`config.mk`:
```
export PLATFORM = sky130hd
export DESIGN_NAME = ahb_rr_master_arbiter
export DESIGN_NICKNAME = d
export VERILOG_FILES = /design/src/rtl/ahb_rr_master_arbiter_pkg.sv /design/src/rtl/ahb_rr_master_arbiter_rr_pick.sv /design/src/rtl/ahb_rr_master_arbiter.sv
export SDC_FILE = /design/constraint.sdc
export NUM_CORES = 1
export LEC_CHECK = 0
export CORE_MARGIN = 2
export CORE_UTILIZATION = 43
export CTS_BUF_LIST = sky130_fd_sc_hd__clkbuf_2
export CTS_CLUSTER_DIAMETER = 40
export DETAILED_ROUTE_END_ITERATION = 6
export PLACE_DENSITY = 0.8
export SYNTH_ARGS = -nofsm -noshare
export SYNTH_HDL_FRONTEND = slang
export SYNTH_SLANG_ARGS = --single-unit
```
`constraint.sdc`:
```
create_clock -name clk -period 1.8 [get_ports clk]
set_input_delay 0.27 -clock clk [delete_from_list [all_inputs] [get_ports clk]]
set_output_delay 0.27 -clock clk [all_outputs]
set_load 0.005 [all_outputs]
```
`src/rtl/ahb_rr_master_arbiter_pkg.sv`:
```
// Shared types and defaults for the round-robin AHB master arbiter.
package ahb_rr_master_arbiter_pkg;

    typedef enum logic [1:0] {
        ST_IDLE = 2'd0,
        ST_ADDR = 2'd1,
        ST_DATA = 2'd2
    } state_t;

    localparam int DEF_TIMEOUT    = 16;
    localparam int AHB_ADDR_WIDTH = 32;
    localparam int AHB_DATA_WIDTH = 32;

endpackage

```
`src/rtl/ahb_rr_master_arbiter_rr_pick.sv`:
```
// Combinational round-robin picker: first set request at or after i_ptr, wrapping.
module ahb_rr_master_arbiter_rr_pick #(
    parameter  int N  = 2,
    localparam int PW = $clog2(N)
) (
    input  logic [N-1:0]  i_req,
    input  logic [PW-1:0] i_ptr,
    output logic [N-1:0]  o_onehot,
    output logic [PW-1:0] o_idx,
    output logic          o_any
);

    logic [PW-1:0] w_k;

    // Scan from farthest to nearest so the requester closest to i_ptr wins.
    always_comb begin
        o_onehot = '0;
        o_idx    = '0;
        o_any    = 1'b0;
        w_k      = '0;
        for (int i = N - 1; i >= 0; i--) begin
            w_k = PW'((int'(i_ptr) + i) % N);
            if (i_req[w_k]) begin
                o_onehot      = '0;
                o_onehot[w_k] = 1'b1;
                o_idx         = w_k;
                o_any         = 1'b1;
            end
        end
    end

endmodule

```
`src/rtl/ahb_rr_master_arbiter.sv`:
```
// Round-robin arbiter sequencing one non-pipelined AHB transfer at a time
// (IDLE -> ADDR -> DATA) with a wait-state timeout on the DATA phase.
module ahb_rr_master_arbiter
    import ahb_rr_master_arbiter_pkg::*;
#(
    parameter int NUM_MST = 2,
    parameter int ADDR_W  = AHB_ADDR_WIDTH,
    parameter int DATA_W  = AHB_DATA_WIDTH,
    parameter int TIMEOUT = DEF_TIMEOUT
) (
    input  logic                    clk,
    input  logic                    rst,
    input  logic [NUM_MST-1:0]      req_i,
    input  logic [NUM_MST*ADDR_W-1:0] req_addr_i,
    input  logic [NUM_MST*DATA_W-1:0] req_wdata_i,
    input  logic [NUM_MST-1:0]      req_write_i,
    output logic [NUM_MST-1:0]      gnt_o,
    output logic [NUM_MST-1:0]      done_o,
    output logic [DATA_W-1:0]       rdata_o,
    output logic                    err_o,
    output logic                    hsel,
    output logic [ADDR_W-1:0]       haddr_m2s,
    output logic [DATA_W-1:0]       hdata_m2s,
    output logic                    hwrite,
    input  logic                    hready,
    input  logic                    hresp,
    input  logic [DATA_W-1:0]       hrdata
);

    localparam int PW = $clog2(NUM_MST);
    localparam int CW = $clog2(TIMEOUT);

    state_t              r_state;
    logic [PW-1:0]       r_ptr;
    logic [PW-1:0]       r_win;
    logic [ADDR_W-1:0]   r_addr;
    logic [DATA_W-1:0]   r_wdata;
    logic                r_write;
    logic                r_dphase;
    logic [CW-1:0]       r_wait;

    logic [NUM_MST-1:0]  w_onehot;
    logic [PW-1:0]       w_idx;
    logic                w_any;
    logic [NUM_MST-1:0]  w_done_oh;
    logic [ADDR_W-1:0]   w_addr  [NUM_MST];
    logic [DATA_W-1:0]   w_wdata [NUM_MST];

    for (genvar k = 0; k < NUM_MST; k++) begin : g_unpack
        assign w_addr[k]  = req_addr_i[k*ADDR_W +: ADDR_W];
        assign w_wdata[k] = req_wdata_i[k*DATA_W +: DATA_W];
    end

    assign w_done_oh = NUM_MST'(1) << r_win;

    ahb_rr_master_arbiter_rr_pick #(.N(NUM_MST)) u_pick (
        .i_req    (req_i),
        .i_ptr    (r_ptr),
        .o_onehot (w_onehot),
        .o_idx    (w_idx),
        .o_any    (w_any)
    );

    always_ff @(posedge clk) begin
        if (rst) begin
            r_state   <= ST_IDLE;
            r_ptr     <= '0;
            r_win     <= '0;
            r_addr    <= '0;
            r_wdata   <= '0;
            r_write   <= 1'b0;
            r_dphase  <= 1'b0;
            r_wait    <= '0;
            gnt_o     <= '0;
            done_o    <= '0;
            rdata_o   <= '0;
            err_o     <= 1'b0;
            hsel      <= 1'b0;
            haddr_m2s <= '0;
            hdata_m2s <= '0;
            hwrite    <= 1'b0;
        end else begin
            gnt_o  <= '0;
            done_o <= '0;
            case (r_state)
                ST_IDLE: begin
                    if (w_any) begin
                        gnt_o   <= w_onehot;
                        r_win   <= w_idx;
                        r_addr  <= w_addr[w_idx];
                        r_wdata <= w_wdata[w_idx];
                        r_write <= req_write_i[w_idx];
                        r_ptr   <= (w_idx == PW'(NUM_MST - 1)) ? '0 : w_idx + PW'(1);
                        r_state <= ST_ADDR;
                    end
                end
                ST_ADDR: begin
                    hsel      <= 1'b1;
                    haddr_m2s <= r_addr;
                    hwrite    <= r_write;
                    r_wait    <= '0;
                    r_dphase  <= 1'b0;
                    r_state   <= ST_DATA;
                end
                ST_DATA: begin
                    hdata_m2s <= r_write ? r_wdata : '0;
                    r_dphase  <= 1'b1;
                    // First DATA edge only launches write data; hready is sampled from the next edge on.
                    if (r_dphase) begin
                        if (hready) begin
                            done_o  <= w_done_oh;
                            err_o   <= hresp;
                            rdata_o <= r_write ? '0 : hrdata;
                            hsel    <= 1'b0;
                            r_state <= ST_IDLE;
                        end else if (r_wait == CW'(TIMEOUT - 1)) begin
                            done_o  <= w_done_oh;
                            err_o   <= 1'b1;
                            rdata_o <= '0;
                            hsel    <= 1'b0;
                            r_state <= ST_IDLE;
                        end else begin
                            r_wait <= r_wait + CW'(1);
                        end
                    end
                end
                default: r_state <= ST_IDLE;
            endcase
        end
    end

endmodule
```
; Yosys cells after proc, flatten, opt, wreduce, memory -nomap -nowiden
; Index checks and enable logic that the tools add are counted.
[word_totals]
reg_bits = 177
input_bits = 168
out_inout_bits = 103
word_cells = 96
[classes]
n_addsub = 3
order_cmp = 6
n_eq_ne = 8
shifts = 1
muxes = 45
n_bitwise = 5
reduce_logical = 12
[op_table]
columns = operator, count
row1 = 32-bit two-way mux, 10
row2 = 1-bit two-way mux, 18
row3 = 2-bit two-way mux, 8
row4 = 4-bit two-way mux, 3
row5 = 3-bit AND reduction, 3
row6 = 4-bit one-hot mux with 2 select lines, 1
row7 = 1-bit by 2-bit less-than comparator with 1-bit output (second input constant), 3
row8 = 2-bit != test (second input constant), 3
row9 = 2-bit one-hot mux with 3 select lines, 1
row10 = 3-bit OR reduction, 2
row11 = 4-bit by 1-bit adder with 4-bit output (second input constant), 1
row12 = 4-bit equality test (second input constant), 1
row13 = 1-bit inverter, 4
row14 = 1-bit one-hot mux with 2 select lines, 2
row15 = 4-bit AND reduction, 1
row16 = 2-bit nonzero test, 2
row17 = 3-bit != test (second input constant), 1
row18 = 1-bit adder (second input constant), 2
row19 = 1-bit demux with 1-bit select, 2
row20 = 2-bit by 1-bit equality test with 1-bit output (second input constant), 1
row21 = 2-bit equality test (second input constant), 1
row22 = 1-bit greater-or-equal comparator (second input constant), 2
row23 = 2-bit greater-or-equal comparator (second input constant), 1
row24 = 1-bit logical AND, 2
row25 = other kinds (5), 5

; Longest topological paths before layout
[logic_depth]
depth_word = 9
ltp_mapped = 8
depth_no_buf = 6

; Cells and area by module
; Synthesis repeated with hierarchy kept, for this count alone.
[unflattened]
hier_cells = 767
area_unflattened_um2 = 7611.0
[by_module_without_submodules]
columns = mod, instances, cells_each, area_per_inst_um2, seq_area_each_um2
row1 = ahb_rr_master_arbiter, 1, 762, 7578.5, 3543.4
row2 = ahb_rr_master_arbiter_rr_pick, 1, 5, 32.5, 0.0

; Worst setup path before layout
; Ideal clock, no wire load.
[synth_path]
path_kind = flip-flop to flip-flop
start = reg r_state[0]
end = reg r_addr[0]
setup_ns = 0.122
arrival_time_ns = 1.496
required_ns = 1.678
setup_slack_ns = 0.182
stages_incl_launch_ff = 9
cell_sequence = dfxtp_1 > inv_1 > ha_1 > nand2_1 > a211oi_2 > buf_4 > buf_6 > and2_1 > a221o_1
[synth_between]
elab_chain_cells = 2
[synth_rtl]
columns = item, line
row1 = start: declaration, ahb_rr_master_arbiter.sv:33  ; state_t r_state;
row2 = start signal: assignment, ahb_rr_master_arbiter.sv:66  ; r_state <= ST_IDLE;
row3 = start signal: assignment, ahb_rr_master_arbiter.sv:94  ; r_state <= ST_ADDR;
row4 = start signal: assignment, ahb_rr_master_arbiter.sv:103  ; r_state <= ST_DATA;
row5 = 2-bit zero test, ahb_rr_master_arbiter.sv:85  ; case (r_state)
row6 = 2-bit AND reduction (no source line), --
row7 = end signal: assignment, ahb_rr_master_arbiter.sv:90  ; r_addr <= w_addr[w_idx];
row8 = end: declaration, ahb_rr_master_arbiter.sv:36  ; logic [ADDR_W-1:0] r_addr;
; Every way passes these cells.
; A chain may end at the register's enable or synchronous reset.

; Final worst setup path
[layout_path]
start = reg r_state[0]
end = reg r_wdata[10]
[layout_between]
elab_chain_cells = 2
[layout_rtl]
columns = item, line
row1 = 2-bit zero test, ahb_rr_master_arbiter.sv:85
row2 = 2-bit AND reduction (no source line), --
row3 = end signal: assignment, ahb_rr_master_arbiter.sv:91  ; r_wdata <= w_wdata[w_idx];
row4 = end: declaration, ahb_rr_master_arbiter.sv:37  ; logic [DATA_W-1:0] r_wdata;
; Every way passes these cells.

==> impl_summary.md <==
Floorplanning
The die covers 0.01683 mm^2. The die is 129.7 um wide. The total area inside the core boundary comes to 0.01531 mm^2.

The initial cell density of the core is 44.40%. The height of the die is 129.7 um. The I/O pin count is 271.

The floorplan has 45 rows.

Power and ir drop
The internal cell power is 0.006670 W. The portion of total power attributed to sequential cells is 50.4%. The combinational group share of total power is 26.6%. The share of total power dissipated in the clock network is 23.1%. The post-layout total power is 0.009543 W.

Across the VDD grid, the largest voltage drop is 0.5239 mV. In this run the power density over the cells is 929.8 mW/mm^2. For this design the static power due to leakage is 4.446 nW. Of the total power, the share spent switching nets is 30.11%. The analysis attributes to net switching a power of 0.002873 W.

STA
The measured slew at the worst slew-check pin is 0.4454 ns. The timing-limited maximum frequency is 592.9 MHz. The hold slack is 0.07789 ns. The final setup TNS is 0 ns. The worst slew margin relative to its limit is 70.31%. The worst path needs 1.687 ns of the cycle, external delays included.

The count of pins over their slew limit was 0. The count of endpoints failing hold in the final timing report is 0. The largest clock skew in the final design is 0.02667 ns. The final critical path takes up 93.70% of the cycle. The number of failing setup endpoints in the final timing report is 0. Setup repair after global routing left no endpoint under its margin.

Synth
After synthesis the cells add up to 0.006799 mm^2. The sequential element share of the synthesized area is 52.12%. The number of enable flip-flop cells after synthesis is 0. For this run, the leading register cell type out of synthesis is dfxtp_1. The top cell type's share of synthesized area is 52.12%. Sorting the synthesized cells by area gives the leading types as dfxtp_1 (52%), a221o_1 (9.6%), and2_1 (6.1%). In this run, synthesis produced a sequential element count of 177. The post-synthesis net count is 857. During synthesis, Yosys emitted a total of 0 warnings. The async set-or-reset flop fraction in the synthesized netlist is 0%.

Synthesis produced a netlist whose cell count is 683. The mean area per synthesized cell is 9.955 um^2. The post-synthesis cell type count is 36. The dominant cell type by area after synthesis is dfxtp_1.

Clock tree
The clock root buffer master is clkbuf_2. The clock tree synthesis step divided the H-tree into 4 levels. The maximum root-to-sink buffer count is 2.

Clock-pin slew was measured on the worst setup and hold paths at 0.25 ns. For the worst-skew pair, the clock arrives at the later sink with an insertion delay of 0.71 ns. TritonCTS built the clock tree. The clock sink total is 177.

The clock buffer count from CTS is 17.

Cells and area
The final design utilization is 67.02%. The layout has 1282 filler cells. The net count of the finished layout is 1139.

The final instance count without filler cells is 1190. The ratio of cells with drive above 1 in the final layout is 17.28%. The relative area change from synthesis to final layout is 50.96%.

Critical path
The type of destination of the critical path is a flip-flop. The worst setup path is launched from a flip-flop. The worst setup path is of the reg -> reg kind. In this run the worst path has a maximum fanout of 35.

The required time reported for the critical path endpoint is 2.43 ns. The data arrival time at the worst-slack endpoint is 2.32 ns.

Placed design
The post-placement cell count is 1131. The count of port buffers added during placement is 270. Detailed placement ended at an HPWL of 13100 um.

The routability congestion estimate is 0.8099.

Drt
The number of optimization iterations in the first detailed-route pass is 4. In the routed design, unresolved DRC markers number 0. For this block, the initial DRC count from the detailed router was 263. The total via count in the routed design is 5981. The post-detailed-route via-to-cell ratio is 5.026. The routed length per placed instance is 16.21 um. The sum of routed wire length over all layers is 19290 um. The residual antenna-violating net count after detailed routing is 0.

Flow run
The tool flagged a number of max-cap violations equal to 0.

Global routing
The first-pass GRT wire length is 29830 um. The remaining global-route overflow is 0. The initial antenna violation count was 1.

The number of global-route vias before repair is 5812. The maximum number of pins on one net before global-route repair is 60. Across every metal layer, demand over resource in global routing totals 22.74%.

Hold path
The path class of the tightest hold or removal check is in -> reg.

Outcome
The run finished with clean final reports.
-- cell usage after synthesis (2+ instances only) --
cell type / instances
clkbuf_1: 16
nor2_1: 75
nand3_1: 34
buf_2: 21
buf_6: 10
nor3_1: 2
a221o_1: 65
nand2_1: 8
nor4b_1: 2
o21ai_1: 9
mux2i_1: 36
and2_1: 66
inv_1: 3
dfxtp_1: 177
or2_2: 2
o21ai_0: 24
nand2b_1: 33
ha_1: 6
nor2b_1: 35
a21oi_1: 37
buf_1: 6
xor2_1: 2
-- state kept, by name (all words and copies together) (netlist names), 2 cells and up --
name       count
done_o         2
gnt_o          2
haddr_m2s     32
hdata_m2s     32
r_addr        32
r_state        2
r_wait         4
r_wdata       32
rdata_o       32
-- per-stage QoR --
step	setup WS [ns]	cell area (um^2)
floorplan	0.1825	6799
global placement	-0.05368	9757
detailed placement	-0.08976	9757
CTS	0.01679	10240
global route	0.00004841	10260
finish	0.1133	10260
-- routing by layer --
metal | vias up | share of wire, % | track usage (%)
li1 | 2957 | - | -
met3 | 29 | 6.1 | 6.314
met4 | 0 | 2.4 | 8.665
met2 | 188 | 50 | 38.96
met1 | 2807 | 42 | 27.24
met5 | - | 0 | 0
-- power groups by stage --
stage | clock (W) | sequential (W) | combinational, W
after global placement | 0 | 0.00486 | 0.00253
after global routing | 0.00245 | 0.00487 | 0.00277
after CTS | 0.00229 | 0.00480 | 0.00255
after detailed placement | 0 | 0.00487 | 0.00259
final | 0.00220 | 0.00481 | 0.00254
after floorplan | 0 | 0.00478 | 0.00157
-- critical path: stages, from the launching register on --
cell and delay [ns]:
dfxtp_1 0.41, inv_1 0.10, ha_1 0.23, buf_4 0.16, o211ai_2 0.10, nor2_4 0.09
buf_12 0.18, a221o_1 0.32
-- cells in the final DEF, fill, tap and decap left out, drive strengths merged, types with 2 or more instances in the layout --
master,Yosys,layout
dfxtp,177,177
clkdlybuf4s50,0,166
dlygate4sd2,0,102
nor2,75,75
and2,66,66
a221o,65,65
a21oi,37,37
mux2i,36,36
nor2b,35,35
nand3,34,34
nand2b,33,33
o21ai,33,33
buf,38,30
dlygate4sd3,0,19
clkbuf,17,18
inv,3,9
nand2,8,8
ha,6,6
bufinv,0,3
clkinv,0,3
nor4b,2,2
nor3,2,2
or2,2,2
xor2,2,2
clkinvlp,0,2
nor3b,2,2
-- timing repair --
action,4_1_cts,5_1_grt
setup buffers,7,0
gates resized for setup,197,3
hold buffers,18,1
hold endpoints to repair,31,1
setup endpoints to repair,103,27
-- cell type report --
cell class | count | area (um^2) | area share [%]
Sequential cell | 177 | 3661 | 35.67
Timing Repair Buffer | 318 | 3084 | 30.05
Multi-Input combinational cell | 448 | 2975 | 28.99
Tap cell | 211 | 264.0 | 2.572
Clock inverter | 14 | 175.2 | 1.707
Clock buffer | 18 | 90.09 | 0.8777
Inverter | 3 | 11.26 | 0.1097
Antenna cell | 1 | 2.502 | 0.02438
-- path summary, 6_finish.rpt --
path                                  start          end  slack (ns)  cells past startpoint
worst min-delay path             hrdata[20]  rdata_o[20]        0.08                      3
worst max-delay path             r_state[0]  r_wdata[10]        0.11                      7
worst min register to register  rdata_o[21]  rdata_o[21]        0.47                      2
worst max register to register   r_state[0]  r_wdata[10]        0.11                      7
-- cells by family after synthesis --
| family | after synthesis | synth area share [%] |
|---|---|---|
| buf+inv | 58 | 4.766 |
| mux | 36 | 5.300 |
| fa+ha+maj | 6 | 1.104 |
| simple gates | 263 | 20.70 |
| compound gates | 141 | 15.75 |
| flops | 177 | 52.12 |
| xor+xnor | 2 | 0.2577 |
(Power assumes the default switching activity.)
